## src/rtl/uart_rx.sv

```systemverilog
// UART receiver: 2-flop synchronizer, start/data/parity/stop framing FSM, show-ahead receive FIFO.
// Optional parity checking is enabled by defining UART_RX_PARITY_CHECK_EN.
module uart_rx #(
  parameter int SYSCLK_RATE = 4,
  parameter int BAUD_RATE   = 1,
  parameter int DATA_BITS   = 8,
  parameter int STOP_BITS   = 2,
  parameter int FIFO_DEPTH  = 8
) (
  input  logic                                 SysClk,
  input  logic                                 Rst_n,
  input  logic                                 Rx,
  input  logic                                 RxRead,
  output logic [DATA_BITS-1:0]                 RxData,
  output logic                                 RxEmpty,
  output logic                                 RxFull,
  output logic [$clog2(FIFO_DEPTH+1)-1:0]      RxCount,
  output logic                                 FramingErr,
  output logic                                 ParityErr,
  output logic                                 OverrunErr,
  input  logic                                 ErrClear
);

  localparam int DIV = SYSCLK_RATE / BAUD_RATE;
  localparam int CW  = $clog2(DIV);
  localparam int PW  = (FIFO_DEPTH > 1) ? $clog2(FIFO_DEPTH) : 1;
  localparam int NW  = $clog2(FIFO_DEPTH + 1);

  localparam logic [CW-1:0] CNT_MID   = CW'(DIV / 2 - 1);
  localparam logic [CW-1:0] CNT_LAST  = CW'(DIV - 1);
  localparam logic [2:0]    DATA_LAST = 3'(DATA_BITS - 1);
  localparam logic [2:0]    STOP_LAST = 3'(STOP_BITS - 1);
  localparam logic [PW-1:0] PTR_LAST  = PW'(FIFO_DEPTH - 1);
  localparam logic [NW-1:0] CNT_FULL  = NW'(FIFO_DEPTH);

  typedef enum logic [2:0] {IDLE, START, DATA, PARITY, STOP} state_t;

  logic                 rx_p0, rx_p1, rx_p2;
  logic                 vld_p0, vld_p1;
  state_t               state;
  logic [CW-1:0]        cnt;
  logic [2:0]           bcnt;
  logic [DATA_BITS-1:0] shift;
  logic                 stop_bad;
`ifdef UART_RX_PARITY_CHECK_EN
  logic                 par;
`endif
  logic [DATA_BITS-1:0] mem [FIFO_DEPTH];
  logic [PW-1:0]        wptr, rptr, wptr_nxt, rptr_nxt;
  logic                 fall, tick, frame_done, frame_bad, par_bad, ovr, wr, rd;

  // Synchronizer stages; vld_pN marks when rx_p1 holds a real line sample, so a line
  // that is low out of reset never looks like a falling edge.
  always_ff @(posedge SysClk or negedge Rst_n) begin
    if (!Rst_n) begin
      rx_p0  <= 1'b1;
      rx_p1  <= 1'b1;
      rx_p2  <= 1'b0;
      vld_p0 <= 1'b0;
      vld_p1 <= 1'b0;
    end else begin
      rx_p0  <= Rx;
      rx_p1  <= rx_p0;
      rx_p2  <= vld_p1 & rx_p1;
      vld_p0 <= 1'b1;
      vld_p1 <= vld_p0;
    end
  end

  assign fall       = rx_p2 & ~rx_p1;
  assign tick       = (cnt == CNT_LAST);
  assign frame_done = (state == STOP) && tick && (bcnt == STOP_LAST);
  assign frame_bad  = stop_bad | ~rx_p1;
`ifdef UART_RX_PARITY_CHECK_EN
  assign par_bad    = ^{shift, par};
`else
  assign par_bad    = 1'b0;
`endif
  assign rd  = RxRead && (RxCount != '0);
  assign ovr = frame_done && !frame_bad && !par_bad && RxFull && !RxRead;
  assign wr  = frame_done && !frame_bad && !par_bad && (!RxFull || RxRead);

  // Framing FSM
  always_ff @(posedge SysClk or negedge Rst_n) begin
    if (!Rst_n) begin
      state    <= IDLE;
      cnt      <= '0;
      bcnt     <= '0;
      shift    <= '0;
      stop_bad <= 1'b0;
`ifdef UART_RX_PARITY_CHECK_EN
      par      <= 1'b0;
`endif
    end else begin
      case (state)
        IDLE: begin
          if (fall) begin
            state <= START;
            cnt   <= '0;
          end
        end
        START: begin
          if (cnt == CNT_MID) begin
            cnt   <= '0;
            bcnt  <= '0;
            state <= rx_p1 ? IDLE : DATA;
          end else begin
            cnt <= cnt + 1'b1;
          end
        end
        DATA: begin
          if (tick) begin
            cnt   <= '0;
            shift <= (shift >> 1) | (DATA_BITS'(rx_p1) << (DATA_BITS - 1));
            if (bcnt == DATA_LAST) begin
              bcnt  <= '0;
              state <= PARITY;
            end else begin
              bcnt <= bcnt + 1'b1;
            end
          end else begin
            cnt <= cnt + 1'b1;
          end
        end
        PARITY: begin
          if (tick) begin
            cnt      <= '0;
            stop_bad <= 1'b0;
            state    <= STOP;
`ifdef UART_RX_PARITY_CHECK_EN
            par      <= rx_p1;
`endif
          end else begin
            cnt <= cnt + 1'b1;
          end
        end
        STOP: begin
          if (tick) begin
            cnt      <= '0;
            stop_bad <= stop_bad | ~rx_p1;
            if (bcnt == STOP_LAST) begin
              bcnt  <= '0;
              state <= IDLE;
            end else begin
              bcnt <= bcnt + 1'b1;
            end
          end else begin
            cnt <= cnt + 1'b1;
          end
        end
        default: state <= IDLE;
      endcase
    end
  end

  // Receive FIFO
  assign wptr_nxt = (wptr == PTR_LAST) ? '0 : wptr + 1'b1;
  assign rptr_nxt = (rptr == PTR_LAST) ? '0 : rptr + 1'b1;

  always_ff @(posedge SysClk) begin
    if (wr) mem[wptr] <= shift;
  end

  always_ff @(posedge SysClk or negedge Rst_n) begin
    if (!Rst_n) begin
      wptr    <= '0;
      rptr    <= '0;
      RxCount <= '0;
      RxData  <= '0;
    end else begin
      if (wr) wptr <= wptr_nxt;
      if (rd) rptr <= rptr_nxt;
      case ({wr, rd})
        2'b10:   RxCount <= RxCount + 1'b1;
        2'b01:   RxCount <= RxCount - 1'b1;
        default: RxCount <= RxCount;
      endcase
      // Head register tracks the entry at rptr; it only changes on a pop or a write into an empty FIFO.
      if (rd) begin
        if (RxCount > NW'(1)) RxData <= mem[rptr_nxt];
        else if (wr)          RxData <= shift;
      end else if (wr && (RxCount == '0)) begin
        RxData <= shift;
      end
    end
  end

  assign RxEmpty = (RxCount == '0);
  assign RxFull  = (RxCount == CNT_FULL);

  // Sticky error flags; a set in the same cycle as ErrClear wins.
  always_ff @(posedge SysClk or negedge Rst_n) begin
    if (!Rst_n) begin
      FramingErr <= 1'b0;
      OverrunErr <= 1'b0;
    end else begin
      FramingErr <= (frame_done && frame_bad) ? 1'b1 : (ErrClear ? 1'b0 : FramingErr);
      OverrunErr <= ovr ? 1'b1 : (ErrClear ? 1'b0 : OverrunErr);
    end
  end

`ifdef UART_RX_PARITY_CHECK_EN
  always_ff @(posedge SysClk or negedge Rst_n) begin
    if (!Rst_n) ParityErr <= 1'b0;
    else        ParityErr <= (frame_done && !frame_bad && par_bad) ? 1'b1 :
                             (ErrClear ? 1'b0 : ParityErr);
  end
`else
  assign ParityErr = 1'b0;
`endif

endmodule

```

## config.mk

```make
export PLATFORM = sky130hd
export DESIGN_NAME = uart_rx
export DESIGN_NICKNAME = d
export VERILOG_FILES = /design/src/rtl/uart_rx.sv
export SDC_FILE = /design/constraint.sdc
export NUM_CORES = 1
export LEC_CHECK = 0
export CORE_MARGIN = 2
export CORE_UTILIZATION = 26
export CTS_CLUSTER_SIZE = 28
export DETAILED_ROUTE_END_ITERATION = 7
export GPL_TIMING_DRIVEN = 0
export PLACE_DENSITY_LB_ADDON = 0.2
export SLEW_MARGIN = 40
export SYNTH_ARGS = -nofsm -noshare
export SYNTH_HDL_FRONTEND = slang
export SYNTH_SLANG_ARGS = --single-unit
```

## constraint.sdc

```tcl
create_clock -name SysClk -period 2.5 [get_ports SysClk]
set_input_delay 0.5 -clock SysClk [delete_from_list [all_inputs] [get_ports SysClk]]
set_output_delay 0.5 -clock SysClk [all_outputs]
set_load 0.005 [all_outputs]
```

* Word level (Yosys, flattened, before mapping)
Memories as Yosys holds them, arrays and structs flattened.
Cells that the tools add are included.
** Cells by class
- Add/sub/neg operators :: 6
- Multipliers :: 0
- Div/mod/pow operators :: 0
- $lt $le $gt $ge :: 1
- Equality and inequality tests :: 21
- Shift-type cells :: 0
- Mux-type cells :: 34
- Bitwise operators :: 5
- Reduce and logical (&&, ||, !) cells :: 30
** Operators by type and width (number)
- 2-to-1 mux 3 bit :: 14
- 2-to-1 mux 8 bit :: 4
- case mux 3 bit (5 select lines) :: 1
- equality test 3 bit, second input constant :: 4
- inequality test 2 bit, second input constant :: 6
- nonzero test 2 bit :: 5
- adder 3 x 1 -> 3 bit, second input constant :: 3
- logical AND 1 bit :: 9
- case mux 3 bit (3 select lines) :: 1
- 2-to-1 mux 2 bit :: 4
- OR 7 x 8 -> 8 bit :: 1
- case mux 4 bit (2 select lines) :: 1
- 2-to-1 mux 1 bit :: 7
- AND reduction 7 bit :: 1
- equality test 3 x 1 -> 1 bit, second input constant :: 2
- equality test 3 x 2 -> 1 bit, second input constant :: 2
- case mux 2 bit (3 select lines) :: 1
- AND reduction 2 bit :: 3
- nonzero test 3 bit :: 2
- adder 4 x 1 -> 4 bit, second input constant :: 1
- equality test 2 x 1 -> 1 bit, second input constant :: 2
- equality test 2 bit, second input constant :: 2
- equality test 4 bit, second input constant :: 1
- greater-than comparator 4 x 1 -> 1 bit, second input constant :: 1
- other kinds (16) :: 19
** Storage, ports and cells
- Flip-flop bits (word level) :: 42
- Latch bits :: 0
- Memory bits (writable) :: 64
- Bits in read-only memories :: 0
- Bits of input ports :: 5
- Output and inout bits :: 17
- Word-level logic and storage cells :: 114
- Memories kept :: 1
** Memory list
- mem :: words 8, bits a word 8, read ports 1, clocked after memory_dff 0, wr ports 1, line 48 : logic [DATA_BITS-1:0] mem [FIFO_DEPTH];

* Longest topological paths before layout
- Word-level depth :: 8
- Gate-level depth with buffers :: 11

* Least setup slack after synthesis
OpenSTA, ideal clock, no wires.
- Path kind :: register to register
- Start point :: reg RxCount[0]
- End point :: reg RxCount[3]
- Setup time :: 0.079 ns
- Arrival time :: 2.271 ns
- Slack :: 0.150 ns
- Cell stages (with the launch flop) :: 10
- Path buffers :: 0
- Cells stage by stage :: dfrtp_1 inv_1 ha_1 or3b_4 nand2_1 inv_1 ha_1 or4b_2 a21oi_1 xor2_1
** On the way
- Cells in the longest elaborated chain, start to end :: 6
** Ends and longest elaborated chain
- start, declared :: line 17 : output logic [$clog2(FIFO_DEPTH+1)-1:0] RxCount,
- start signal, assigned :: line 174 : 2'b10: RxCount <= RxCount + 1'b1;
- start signal, assigned :: line 175 : 2'b01: RxCount <= RxCount - 1'b1;
- start signal, assigned :: line 176 : default: RxCount <= RxCount;
- equality test 4 bit :: line 189 : assign RxFull = (RxCount == CNT_FULL);
- zero test 1 bit :: line 81 : assign wr = frame_done && !frame_bad && !par_bad && (!RxFull || RxRead);
- logical OR 1 bit :: line 81
- logical AND 1 bit :: line 81
- equality test 2 x 1 -> 1 bit / equality test 2 bit (equally long branches) :: line 173 : case ({wr, rd})
- case mux 4 bit (2 select lines) / nonzero test 2 bit (equally long branches)
Several ways; a longest one is shown, not always the timed one.
A chain may end at the register's enable or synchronous reset.

* Worst setup path after layout
- Start point :: reg bcnt[0]
- End point :: reg RxCount[3]
** On the way
- Cells in the longest elaborated chain, start to end :: 6
** Ends and longest elaborated chain
- start, declared :: line 42 : logic [2:0] bcnt;
- start signal, assigned :: line 119 : bcnt <= bcnt + 1'b1;
- start signal, assigned :: line 145 : bcnt <= bcnt + 1'b1;
- equality test 3 x 1 -> 1 bit * :: line 72 : assign frame_done = (state == STOP) && tick && (bcnt == STOP_LAST);
- logical AND 1 bit * :: line 72
- logical AND 1 bit * (2 in a row) :: line 81
- equality test 2 x 1 -> 1 bit / equality test 2 bit (equally long branches) :: line 173
- case mux 4 bit (2 select lines) / nonzero test 2 bit (equally long branches)
Every way passes the cells marked *; elsewhere a longest branch is shown, timed or not.

==> results.cfg <==
[run_status]
status = complete, no violations

[critical_path]
cp_max_fo = 7
crit_arrival_ns = 2.61
cp_data_required_time_ns = 2.78
critPathLaunchType = flop
critical_path_class = reg2reg
cp-end-kind = flop

[logic_synthesis]
netlist_area_sq_um = 4680
ys_seq_area_frac = 0.635
yosys_register_bits = 106
synth_edf_count = 64
syn_inst = 301
synth.area.top_cells = edfxtp_1 41%, dfrtp_1 21%, mux4_2 4.3%
synth_common_cells = 64 x edfxtp_1, 40 x dfrtp_1, 19 x nor2_1, 14 x ha_1
synth_ff_type = edfxtp_1
yosysWarnings = 0
syn_area_per_cell_sq_um = 15.6
synth_cell_types = 57
synth_most_common_cell = edfxtp_1
syn-num-nets = 320
synthArstFlopShare = 0.396
synth_top_area_share = 0.410
synth_top_area_cell = edfxtp_1

[floorplanning]
die_w_microns = 138
dieArea_sq_um = 19100
die_y_microns = 138
ios = 22
initial_core_util = 0.263
core_sq_um = 17800
num_rows = 49

[timing]
timing.final.ws_setup_ns = 0.162
slew_headroom = 0.593
rsz0062_at_grt = no
fin_worst_skew_ns = 0.00797
fmax_ghz = 0.428
period_minus_slack_ns = 2.34
finalSetupTns_ns = 0
finalSetupViolCount = 0
fin_crit_sh = 0.935
slew_violations = 0
finalHoldViolations = 0
worstMarginPinSlew_ns = 0.607

[power]
peakVddDrop_v = 0.000424
finalPower_mw = 6.58
p_sw_frac = 0.327
leakagePower_nw = 2.16
clock_power_share = 0.241
cellInternalPower_mw = 4.43
combPwrFrac = 0.383
power_frac_seq = 0.376
power.density_nw_per_um2 = 1170
p_switching_mw = 2.15

[clock_tree]
clk_latency_ns = 0.36
ctsLongestPathBuffers = 2
htreeDepth = 3
numClockSinks = 106
clkTransAtPathRegs_ns = 0.08
cts_root_buffer = clkbuf_16
cts_buffers = 9
cts_tree = yes

[placement]
globalplace.congestion = 0.765
io_buffers = 20
dp_worst_setup_slack_ns = -0.200
place.detailed.hpwl_microns = 6130

[route]
wire_per_inst_microns = 15.7
antenna_left = 0
avgViaCountPerCell = 4.43
drc = 0
drt_first_pass_iters = 4
vias = 2530
drt_wl_total_microns = 8940
drt_iter0_drc = 156

[cells_and_area]
drive_gt1_frac = 0.249
area_growth_pct = 20.4
final_util = 0.316
antenna_cells = 0
nets = 356

[global_route]
antenna_found_initial = 0
grt_remaining_overflow = 0
grt_max_degree = 25
grtUsageTotal = 0.0988
grt_pass1_vias = 2570
grt_pass1_wl_microns = 14600

[run]
cap_violations = 0

[worst_hold_path]
hold_class = in2async
-- final timing paths --
| check | startpoint | end | cells after the start | slack [ns] |
|---|---|---|---|---|
| worst max-delay path | bcnt[0] | RxCount[3] | 8 | 0.16 |
| worst min-delay path | Rst_n | cnt[1] | 1 | 0.01 |
| worst max register to register | bcnt[0] | RxCount[3] | 8 | 0.16 |
| worst min register to register | vld_p0 | vld_p1 | 0 | 0.35 |
| max in group asynchronous | Rst_n | RxCount[0] | 2 | 2.04 |
| min in group SysClk | vld_p0 | vld_p1 | 0 | 0.35 |
-- through the flow --
step / instances / instance area (sq um) / hold WS, ns
after detailed placement: 553 / 5220 / 0.343
after global routing: 571 / 5640 / 0.0243
after global placement: 550 / 5170 / 0.334
after CTS: 571 / 5590 / 0.0138
after floorplan: 301 / 4680 / 0.204
final: 571 / 5640 / 0.0115
-- cell type report --
class	instances	area, sq um
Buffer	12	100
Clock buffer	9	225
Clock inverter	7	113
Fill cell	1720	12200
Inverter	13	48.8
Multi-Input combinational cell	170	1640
Sequential cell	106	2980
Tap cell	229	287
Timing Repair Buffer	25	250
-- worst max-delay path: stages (launching register included) --
cell and delay, ns:
dfrtp_1 0.42, ha_1 0.22, nor2b_1 0.16, and4_4 0.21, o21ai_4 0.11, ha_4 0.22
or4b_2 0.61, a21oi_2 0.17, xor2_1 0.16
-- layer usage --
| metal | routed length [microns] | GRT usage | part of all wire | vias up |
|---|---|---|---|---|
| li1 | - | - | - | 1224 |
| met1 | 4360 | 0.132 | 0.49 | 1247 |
| met2 | 4130 | 0.155 | 0.46 | 44 |
| met3 | 248 | 0.0159 | 0.028 | 15 |
| met4 | 202 | 0.0532 | 0.023 | 0 |
| met5 | 0 | 0 | 0 | - |
-- sequential cells by signal (all words and copies together) (netlist names), 3 cells and up --
register,cells
RxCount,4
state,3
mem,64
RxData,8
wptr,3
shift,8
rptr,3
bcnt,3
-- layout by cell type (no fill, tap or decap), drive strengths merged, types with 2 or more instances in the layout --
master and n:
a21o 9, dfstp 2, nand2b 7, dfrtp 40, o221ai 2, bufinv 2
inv 15, clkdlybuf4s50 18, nor2 20, xnor2 2, a211oi 9, nor2b 5
clkbuf 12, xor2 2, buf 15, nor3 5, clkinv 2, nand2 11
ha 14, mux4 16, mux2i 10, edfxtp 64, nand3 2, a21oi 3
o22ai 2, o21ai 12, nor3b 3, mux2 13, conb 2, a2bb2oi 3
nor4 2
-- cells by family (layout without fill, tap and decap cells) --
| group | Yosys count | count (layout) | share of synthesized area |
|---|---|---|---|
| flops | 106 | 106 | 0.635 |
| other cells | 2 | 2 | 0.00160 |
| fa+ha+maj | 14 | 14 | 0.0374 |
| compound gates | 47 | 47 | 0.0743 |
| mux | 39 | 39 | 0.135 |
| xor+xnor | 4 | 4 | 0.00748 |
| simple gates | 64 | 64 | 0.0769 |
| buf+inv | 25 | 66 | 0.0318 |
-- power by group through the flow --
stage | clock, mW | combinational, mW | sequential (mW)
after floorplan | 0 | 1.79 | 2.44
after global placement | 0 | 2.42 | 2.51
after detailed placement | 0 | 2.45 | 2.53
after CTS | 1.63 | 2.54 | 2.47
after global routing | 1.69 | 2.75 | 2.53
final | 1.59 | 2.52 | 2.47
-- timing repair --
action / in CTS / in global routing
hold buffers: 0 / 0
resized for setup: 8 / 9
endpoints found under the setup margin: 26 / 17
setup buffers: 2 / 0
pin swaps: 0 / 1
(Power assumes the default switching activity.)
